$ cat config.mk
export PLATFORM = sky130hd
export DESIGN_NAME = fifo_rd_burst_ctrl
export DESIGN_NICKNAME = d
export VERILOG_FILES = /design/src/rtl/fifo_rd_ctrl_pkg.sv /design/src/rtl/stream_skid_buf.sv /design/src/rtl/fifo_rd_burst_ctrl.sv
export SDC_FILE = /design/constraint.sdc
export NUM_CORES = 1
export LEC_CHECK = 0
export ABC_AREA = 1
export BUFFER_PORTS_ARGS = -buffer_cell sky130_fd_sc_hd__buf_2
export CAP_MARGIN = 30
export CORE_MARGIN = 3
export CORE_UTILIZATION = 46
export DETAILED_ROUTE_END_ITERATION = 12
export GPL_ROUTABILITY_DRIVEN = 0
export PLACE_DENSITY_LB_ADDON = 0.15
export SETUP_SLACK_MARGIN = 0.05
export SKIP_CTS_REPAIR_TIMING = 1
export SLEW_MARGIN = 10
export SYNTH_ARGS = -nofsm -noshare
export SYNTH_HDL_FRONTEND = slang
export SYNTH_SLANG_ARGS = --single-unit
$ cat constraint.sdc
create_clock -name rd_clk_i -period 7.5 [get_ports rd_clk_i]
set_input_delay 1.5 -clock rd_clk_i [delete_from_list [all_inputs] [get_ports rd_clk_i]]
set_output_delay 1.5 -clock rd_clk_i [all_outputs]
set_load 0.02 [all_outputs]
$ cat src/rtl/fifo_rd_ctrl_pkg.sv
// rtl/fifo_rd_ctrl_pkg.sv - shared types for the FIFO read-side burst sequencer
package fifo_rd_ctrl_pkg;

  typedef enum logic [1:0] {
    IDLE,
    BURST,
    FLUSH
  } rd_ctrl_state_t;

  // Burst framing carried alongside each word through the in-flight pipe and skid buffer.
  typedef struct packed {
    logic sop;
    logic eop;
  } rd_tag_t;

endpackage

$ cat src/rtl/stream_skid_buf.sv
// rtl/stream_skid_buf.sv - 2-entry in-order valid/ready buffer with occupancy count
module stream_skid_buf #(
  parameter int W = 8
) (
  input  logic         clk,
  input  logic         aclr,
  input  logic [W-1:0] s_tdata,
  input  logic         s_tvalid,
  output logic [W-1:0] m_tdata,
  output logic         m_tvalid,
  input  logic         m_tready,
  output logic [1:0]   count
);

  logic [W-1:0] mem [2];
  logic         rd_ptr;
  logic         wr_ptr;
  logic         push;
  logic         pop;

  // The producer only pushes with credit in hand, so there is no input-side ready.
  assign push     = s_tvalid;
  assign pop      = m_tvalid & m_tready;
  assign m_tvalid = (count != 2'd0);
  assign m_tdata  = mem[rd_ptr];

  always_ff @(posedge clk or posedge aclr) begin
    if (aclr) begin
      mem[0] <= '0;
      mem[1] <= '0;
      rd_ptr <= 1'b0;
      wr_ptr <= 1'b0;
      count  <= 2'd0;
    end else begin
      if (push) begin
        mem[wr_ptr] <= s_tdata;
        wr_ptr      <= ~wr_ptr;
      end
      if (pop) begin
        rd_ptr <= ~rd_ptr;
      end
      count <= count + 2'(push) - 2'(pop);
    end
  end

endmodule

$ cat src/rtl/fifo_rd_burst_ctrl.sv
// rtl/fifo_rd_burst_ctrl.sv - reads the dual-clock FIFO in bursts onto a sop/eop-framed stream
module fifo_rd_burst_ctrl
  import fifo_rd_ctrl_pkg::*;
#(
  parameter int DWIDTH    = 8,
  parameter int AWIDTH    = 3,
  parameter int BURST_LEN = 4,
  parameter int TIMEOUT   = 16
) (
  input  logic              rd_clk_i,
  input  logic              aclr_i,
  input  logic              enable_i,
  input  logic              fifo_rd_empty_i,
  input  logic [AWIDTH-1:0] fifo_rd_usedw_i,
  input  logic [DWIDTH-1:0] fifo_rd_data_i,
  output logic              fifo_rd_req_o,
  output logic [DWIDTH-1:0] src_data_o,
  output logic              src_valid_o,
  input  logic              src_ready_i,
  output logic              src_sop_o,
  output logic              src_eop_o,
  output logic              busy_o
);

  localparam int LW = AWIDTH + 1;
  localparam int CW = $clog2(TIMEOUT);
  localparam logic [LW-1:0] DEPTH_LV = LW'(2 ** AWIDTH);
  localparam logic [LW-1:0] BURST_LV = LW'(BURST_LEN);
  localparam logic [CW-1:0] IDLE_MAX = CW'(TIMEOUT - 1);

  typedef struct packed {
    logic [DWIDTH-1:0] data;
    rd_tag_t           tag;
  } rd_entry_t;

  rd_ctrl_state_t state, state_next;
  logic [LW-1:0]  words_left, words_left_next;
  logic           sop_pending, sop_pending_next;
  logic [CW-1:0]  idle_cnt;
  logic [LW-1:0]  level, prev_level;
  logic           idle_run, flush_go;
  logic           inflight_valid;
  rd_tag_t        inflight_tag, req_tag;
  logic [1:0]     buf_count;
  logic [2:0]     occupancy;
  logic           pop, credit;
  rd_entry_t      in_entry, out_entry;

  always_comb begin
    level = '0;
    if (!fifo_rd_empty_i) begin
      level = (fifo_rd_usedw_i == '0) ? DEPTH_LV : {1'b0, fifo_rd_usedw_i};
    end
  end

  // Counting this cycle's pop lets a req overlap the word leaving, keeping 1 word/cycle.
  assign pop           = src_valid_o & src_ready_i;
  assign occupancy     = 3'(buf_count) - 3'(pop) + 3'(inflight_valid);
  assign credit        = (occupancy < 3'd2);
  assign fifo_rd_req_o = (state != IDLE) & ~fifo_rd_empty_i & credit;
  assign req_tag       = '{sop: sop_pending, eop: (words_left == LW'(1))};

  assign idle_run = enable_i && (level != '0) && (level < BURST_LV);
  assign flush_go = idle_run && (level == prev_level) && (idle_cnt == IDLE_MAX);

  always_comb begin
    state_next       = state;
    words_left_next  = words_left;
    sop_pending_next = sop_pending;
    unique case (state)
      IDLE: begin
        if (enable_i && level >= BURST_LV) begin
          state_next       = BURST;
          words_left_next  = BURST_LV;
          sop_pending_next = 1'b1;
        end else if (flush_go) begin
          state_next       = FLUSH;
          words_left_next  = level;
          sop_pending_next = 1'b1;
        end
      end
      BURST, FLUSH: begin
        if (fifo_rd_req_o) begin
          words_left_next  = words_left - LW'(1);
          sop_pending_next = 1'b0;
          if (words_left == LW'(1)) begin
            state_next = IDLE;
          end
        end
      end
      default: state_next = IDLE;
    endcase
  end

  always_ff @(posedge rd_clk_i or posedge aclr_i) begin
    if (aclr_i) begin
      state          <= IDLE;
      words_left     <= '0;
      sop_pending    <= 1'b0;
      idle_cnt       <= '0;
      prev_level     <= '0;
      inflight_valid <= 1'b0;
      inflight_tag   <= '0;
    end else begin
      state          <= state_next;
      words_left     <= words_left_next;
      sop_pending    <= sop_pending_next;
      prev_level     <= level;
      inflight_valid <= fifo_rd_req_o;
      inflight_tag   <= req_tag;
      if (state != IDLE || state_next != IDLE || !idle_run) begin
        idle_cnt <= '0;
      end else if (level != prev_level) begin
        idle_cnt <= CW'(1);
      end else if (idle_cnt != IDLE_MAX) begin
        idle_cnt <= idle_cnt + 1'b1;
      end
    end
  end

  assign in_entry = '{data: fifo_rd_data_i, tag: inflight_tag};

  stream_skid_buf #(
    .W($bits(rd_entry_t))
  ) u_skid (
    .clk      (rd_clk_i),
    .aclr     (aclr_i),
    .s_tdata  (in_entry),
    .s_tvalid (inflight_valid),
    .m_tdata  (out_entry),
    .m_tvalid (src_valid_o),
    .m_tready (src_ready_i),
    .count    (buf_count)
  );

  assign src_data_o = out_entry.data;
  assign src_sop_o  = src_valid_o & out_entry.tag.sop;
  assign src_eop_o  = src_valid_o & out_entry.tag.eop;
  assign busy_o     = (state != IDLE) | inflight_valid | (buf_count != 2'd0);

endmodule
### After elaboration in Yosys (flattened, before gate mapping)

Cells that the tools add are included.

* $lt $le $gt $ge: 6
* bitwise operators: 12
* eq/ne operators: 9
* reduce and logical (&&, ||, !) cells: 19
* mux-type cells: 24
* add/subtract/negate cells: 6

Operators with widths (count)
* 10-bit two-way mux: 4
* 4-bit two-way mux: 8
* 20-bit bitwise mux: 1
* 10-bit demux with 1-bit select: 1
* 2-bit two-way mux: 4
* 4-bit one-hot mux with 2 select lines: 1
* 2-bit nonzero test: 4
* 1-bit logical AND: 6
* 1-bit bitwise AND: 5
* 4-bit by 1-bit adder with 4-bit output, second input constant: 1
* 4-bit by 1-bit equality test with 1-bit output, second input constant: 1
* 4-bit equality test: 1
* 4-bit equality test, second input constant: 1
* 2-bit greater-or-equal comparator, second input constant: 2
* 4-bit by 3-bit greater-or-equal comparator with 1-bit output, second input constant: 1
* 4-bit by 3-bit less-than comparator with 1-bit output, second input constant: 1
* 4-bit inequality test: 1
* 4-bit inequality test, second input constant: 1
* 1-bit inverter with 2-bit output: 2
* 2-bit one-hot mux with 2 select lines: 1
* 4-bit nonzero test: 1
* 4-bit by 1-bit subtractor with 4-bit output, second input constant: 1
* 3-bit by 1-bit adder with 3-bit output: 1
* 3-bit zero test: 1
* 19 further kinds: 25

* logic and storage cells: 89
* input bits: 16
* output and inout bits: 13
* register bits: 42

### Depth between registers and ports, before layout

* word-level depth: 15
* mapped depth: 19
* depth with buffers taken out: 19

### Modules after synthesis

Synthesis repeated with hierarchy kept, for this count alone.

* cell total of the unflattened synthesis: 289
* area total of the unflattened synthesis: 2398.6 um2

By module, submodules not included
* fifo_rd_burst_ctrl: area each 1257.5 um2, cells each 154, times used 1
* stream_skid_buf: area each 1141.1 um2, cells each 135, times used 1

### Worst setup path before layout

No wires, ideal clock.

* kind: input -> output
* start point: in src_ready_i
* end point: out fifo_rd_req_o
* arrival time: 3010 ps
* path slack: 2990 ps
* cell stages on the path: 11
* cell sequence: nand2_1 -> inv_1 -> ha_1 -> inv_1 -> ha_1 -> inv_1 -> fa_1 -> inv_1 -> nor3_1 -> nand2_1 -> inv_1

* cells in the longest elaborated chain, start to end: 5

RTL lines
* start, declared: line fifo_rd_burst_ctrl.sv:19 `input logic src_ready_i,`
* 1-bit bitwise AND: line fifo_rd_burst_ctrl.sv:57 `assign pop = src_valid_o & src_ready_i;`
* via pop: line fifo_rd_burst_ctrl.sv:46 `logic pop, credit;`
* 2-bit by 1-bit subtractor with 3-bit output: line fifo_rd_burst_ctrl.sv:58 `assign occupancy = 3'(buf_count) - 3'(pop) + 3'(inflight_valid);`
* 3-bit by 1-bit adder with 3-bit output: line fifo_rd_burst_ctrl.sv:58
* via occupancy[1]: line fifo_rd_burst_ctrl.sv:45 `logic [2:0] occupancy;`
* 3-bit by 2-bit less-than comparator with 1-bit output: line fifo_rd_burst_ctrl.sv:59 `assign credit = (occupancy < 3'd2);`
* 1-bit bitwise AND: line fifo_rd_burst_ctrl.sv:60 `assign fifo_rd_req_o = (state != IDLE) & ~fifo_rd_empty_i & credit;`
* end, declared: line fifo_rd_burst_ctrl.sv:16 `output logic fifo_rd_req_o,`

The timed path passes the listed nets, and every way through them passes these cells.

### Final worst setup path

Same ends and word-level chain as after synthesis.

==> out/results.txt <==
The run finished with clean final reports. Setup repair after global routing left no endpoint under its margin. The count of H-tree levels built during CTS is 2, and the required time at the endpoint of the critical path is 6.00 ns. The global routing's busiest layer was met2.

The average instance area after synthesis came out at 8.114 µm². The die covers 0.005588 mm². Synthesis inferred 42 register bits. The origin of the worst setup path is src_ready_i. The Yosys step of the flow raised 0 warnings.

The most critical setup path has its endpoint at fifo_rd_req_o. Counting every sink on the clock net gives 42. Adding up every negative setup slack in the final design gives 0 ns.

The count of nets left with antenna violations once routing finished came out at 0. In this run the count of I/O pins placed on the die edge is 29. The proportion of synthesized flip-flops having asynchronous set or reset works out to 1.000. From left edge to right edge, the die measures 74.76 µm. The worst slew margin relative to its limit was 0.6239.

The ratio of cells with drive above 1 in the final layout came out at 0.2013. In the routed layout, each cell is associated on average with a via count of 4.786. STA classifies the critical path endpoint as an output port. Subtracting the final worst setup slack from the clock period gives 4.754 ns. Final hold violation count: 0. For the total routing usage reported by global routing, the log shows 0.1609. The floorplan step defined a core boundary enclosing 0.004444 mm². The end of the worst register-to-register path was idle_cnt[1].

The total number of vias is 1675, and the wire length of the first global-routing pass is 6.865 mm. Registers take 0.001051 mm². Counting the buffers created by CTS gives 5.

The number of antenna violations at the first check in global routing was 0; the reg2reg setup slack was 4.48 ns. The tools report the area of combinational cells with multiple inputs as 932.1 µm². The post-route fraction of the period consumed by the critical path works out to 0.6339. After floorplanning, the core was divided into 24 placement rows.

After global routing the overflow that remains totals 0. Detailed placement ended at an HPWL of 2.812 mm. For the proportion of synthesized chip area in sequential cells, the log shows 0.4833.

IR analysis of the VDD net gives a maximum drop of 0.1826 mV. The clock passes through at most 2 buffers. The cell chosen for the clock root was clkbuf_8. The critical path is of the in2out type.

The maximum clock frequency is 210.3 MHz, and the filler cell count in the final layout is 420. The tools report the critical path launch point type as a primary input. Final-report max-slew violation count: 0. Number of max-cap violations: 0. The met2 layer usage reported by global route was 0.2673; the placed instance area was 0.002354 mm². Setup violations remaining at the end of the flow were counted as 0.

The tools report the routing usage on met1 as 0.1993. The number of different library cells in the post-synthesis netlist was 28. The count of mapped cells out of synthesis is 268. Data arrives at the worst endpoint at 3.25 ns.

For this run, design rule violations remaining after detail routing come to 0. The slew at the pin closest to its max-slew limit was 0.5628 ns; the height of the die was 74.76 µm. Yosys attributes the largest share of cell area to dfrtp_1 48%, nand2_1 13%, inv_1 6.6%. The tightest min-delay check is of the reg2reg type. After detailed routing, the total wire length is 3.920 mm. Entering global routing, the biggest net connects 43 pins. The global routing met3 resource utilization was 0.04673. For this design the static power due to leakage is 1.363 nW. The number of nets at the end of the flow was 321; the clock edge transition at the registers on the reported setup and hold paths was 0.08 ns. Synthesized net count: 292.

The tools report the starting density of the core as 0.4893. The startpoint identified for the worst register-to-register timing path is u_skid.count[1]. The number of cells on the worst reg-to-reg path is 17. The tools report the clock tree skew after final layout as 0.004557 ns. The number of iterations in the first detailed-routing pass was 4; the maximum fanout along the worst path was 2.

The starting DRC count in detailed routing was 93. In this run the cell area of the synthesized design comes to 0.002175 mm². The count of buffers added on input and output ports is 28. Areal power density over the cells: 395.4 mW/mm². The biggest area contributor in the post-synthesis netlist is dfrtp_1. TritonCTS built the clock tree. Counting flops with a built-in enable in the synthesized netlist gives 0. The repair_antennas step left the layout with diodes totalling 0.

The final instance area is 0.002496 mm², and the final routed wire length divided by cell count is 11.20 µm. Area growth from synthesis to layout: 14.79%. The via count of the first global-routing pass is 1582. In the synthesized netlist the dominant register cell turns out to be dfrtp_1. The area fraction of the dominant cell type after synthesis was 0.4833; the clock network latency to the later pin of the worst-skew pair was 0.29 ns.
per-stage QoR:
| stage | setup WS, ns | std cells | hold slack, ns | util | power [W] |
|---|---|---|---|---|---|
| after detailed placement | 2.732 | 342 | 0.3676 | 0.5296 | 0.0007769 |
| after global routing | 2.578 | 350 | 0.4159 | 0.5617 | 0.001076 |
| after floorplan | 2.990 | 268 | 0.3540 | - | 0.0006748 |
| after CTS | 2.720 | 350 | 0.3921 | 0.5617 | 0.001001 |
| final | 2.746 | 350 | 0.3879 | 0.5617 | 0.0009870 |
| after global placement | 2.763 | 342 | 0.3670 | 0.5296 | 0.0007673 |
cells in the final DEF (no fill, tap or decap), types with 6 or more instances in the layout:
cell      count
ha_1          7
dfrtp_1      42
nand2_1      78
clkbuf_8      6
o21ai_0      25
nand3_1      11
nor2_1       14
inv_1        38
buf_2        28
a21oi_1       8
nand2_2       7
final cells by class:
type | instances | area share
Clock inverter | 2 | 0.02406
Inverter | 42 | 0.06316
Tap cell | 52 | 0.02607
Sequential cell | 42 | 0.4211
Clock buffer | 6 | 0.03308
Multi-Input combinational cell | 177 | 0.3734
Timing Repair Buffer | 29 | 0.05915
routing by layer:
layer / part of all wire / up-vias
met2: 0.47 / 28
met1: 0.47 / 756
met4: 0.015 / 0
met5: 0 / -
li1: - / 885
met3: 0.041 / 6
how the worst min path moves through the flow:
stage,slack (ns),cells after the start,endpoint,start
6_report,0.39,0,in_entry[1],sop_pending
5_1_grt,0.42,0,in_entry[1],sop_pending
4_1_cts,0.39,0,in_entry[1],sop_pending
3_5_place_dp,0.37,0,in_entry[1],sop_pending
3_3_place_gp,0.37,0,in_entry[1],sop_pending
2_1_floorplan,0.35,0,in_entry[1],sop_pending
cells by family (layout without fill, tap and decap cells):
| group | Yosys count | count (layout) | share of synthesized area |
|---|---|---|---|
| buffers and inverters | 49 | 79 | 0.08803 |
| AOI/OAI and AO/OA | 39 | 39 | 0.09724 |
| xor gates and xnor gates | 4 | 4 | 0.01611 |
| DFF | 42 | 42 | 0.4833 |
| adders and majority gates | 8 | 8 | 0.04948 |
| and+or+nand+nor | 126 | 126 | 0.2658 |
worst max-delay path: stages:
cell and delay [ns]:
buf_2 0.10, nand2_1 0.08, inv_1 0.05, ha_1 0.26, inv_1 0.05, ha_1 0.13, inv_1 0.04, fa_1 0.48
inv_1 0.05, nor3_1 0.18, nand2_1 0.10, inv_1 0.08, buf_2 0.16
flip-flops by register name, indices dropped and copies added, names as in the netlist:
signal	count
idle_cnt	4
in_entry	2
inflight_valid	1
prev_level	4
sop_pending	1
state	2
u_skid.count	2
u_skid.mem	20
u_skid.rd_ptr	1
u_skid.wr_ptr	1
words_left	4
where the power goes:
| part | leakage (nW) | switching (W) | internal (W) |
|---|---|---|---|
| combinational | 0.770 | 0.000254 | 0.000142 |
| clock | 0.0714 | 0.0000774 | 0.000142 |
| sequential | 0.522 | 0.0000563 | 0.000315 |
| total | 1.36 | 0.000388 | 0.000599 |
synthesized netlist by cell type (all sizes together), types with 2 or more instances:
master / n
o21ai: 28
xor2: 3
nand3: 12
inv: 42
dfrtp: 42
ha: 7
nor2: 18
clkbuf: 6
nor3: 2
nand4: 3
a21oi: 8
nand2: 89
No activity file was read; power rests on OpenSTA's default activity.
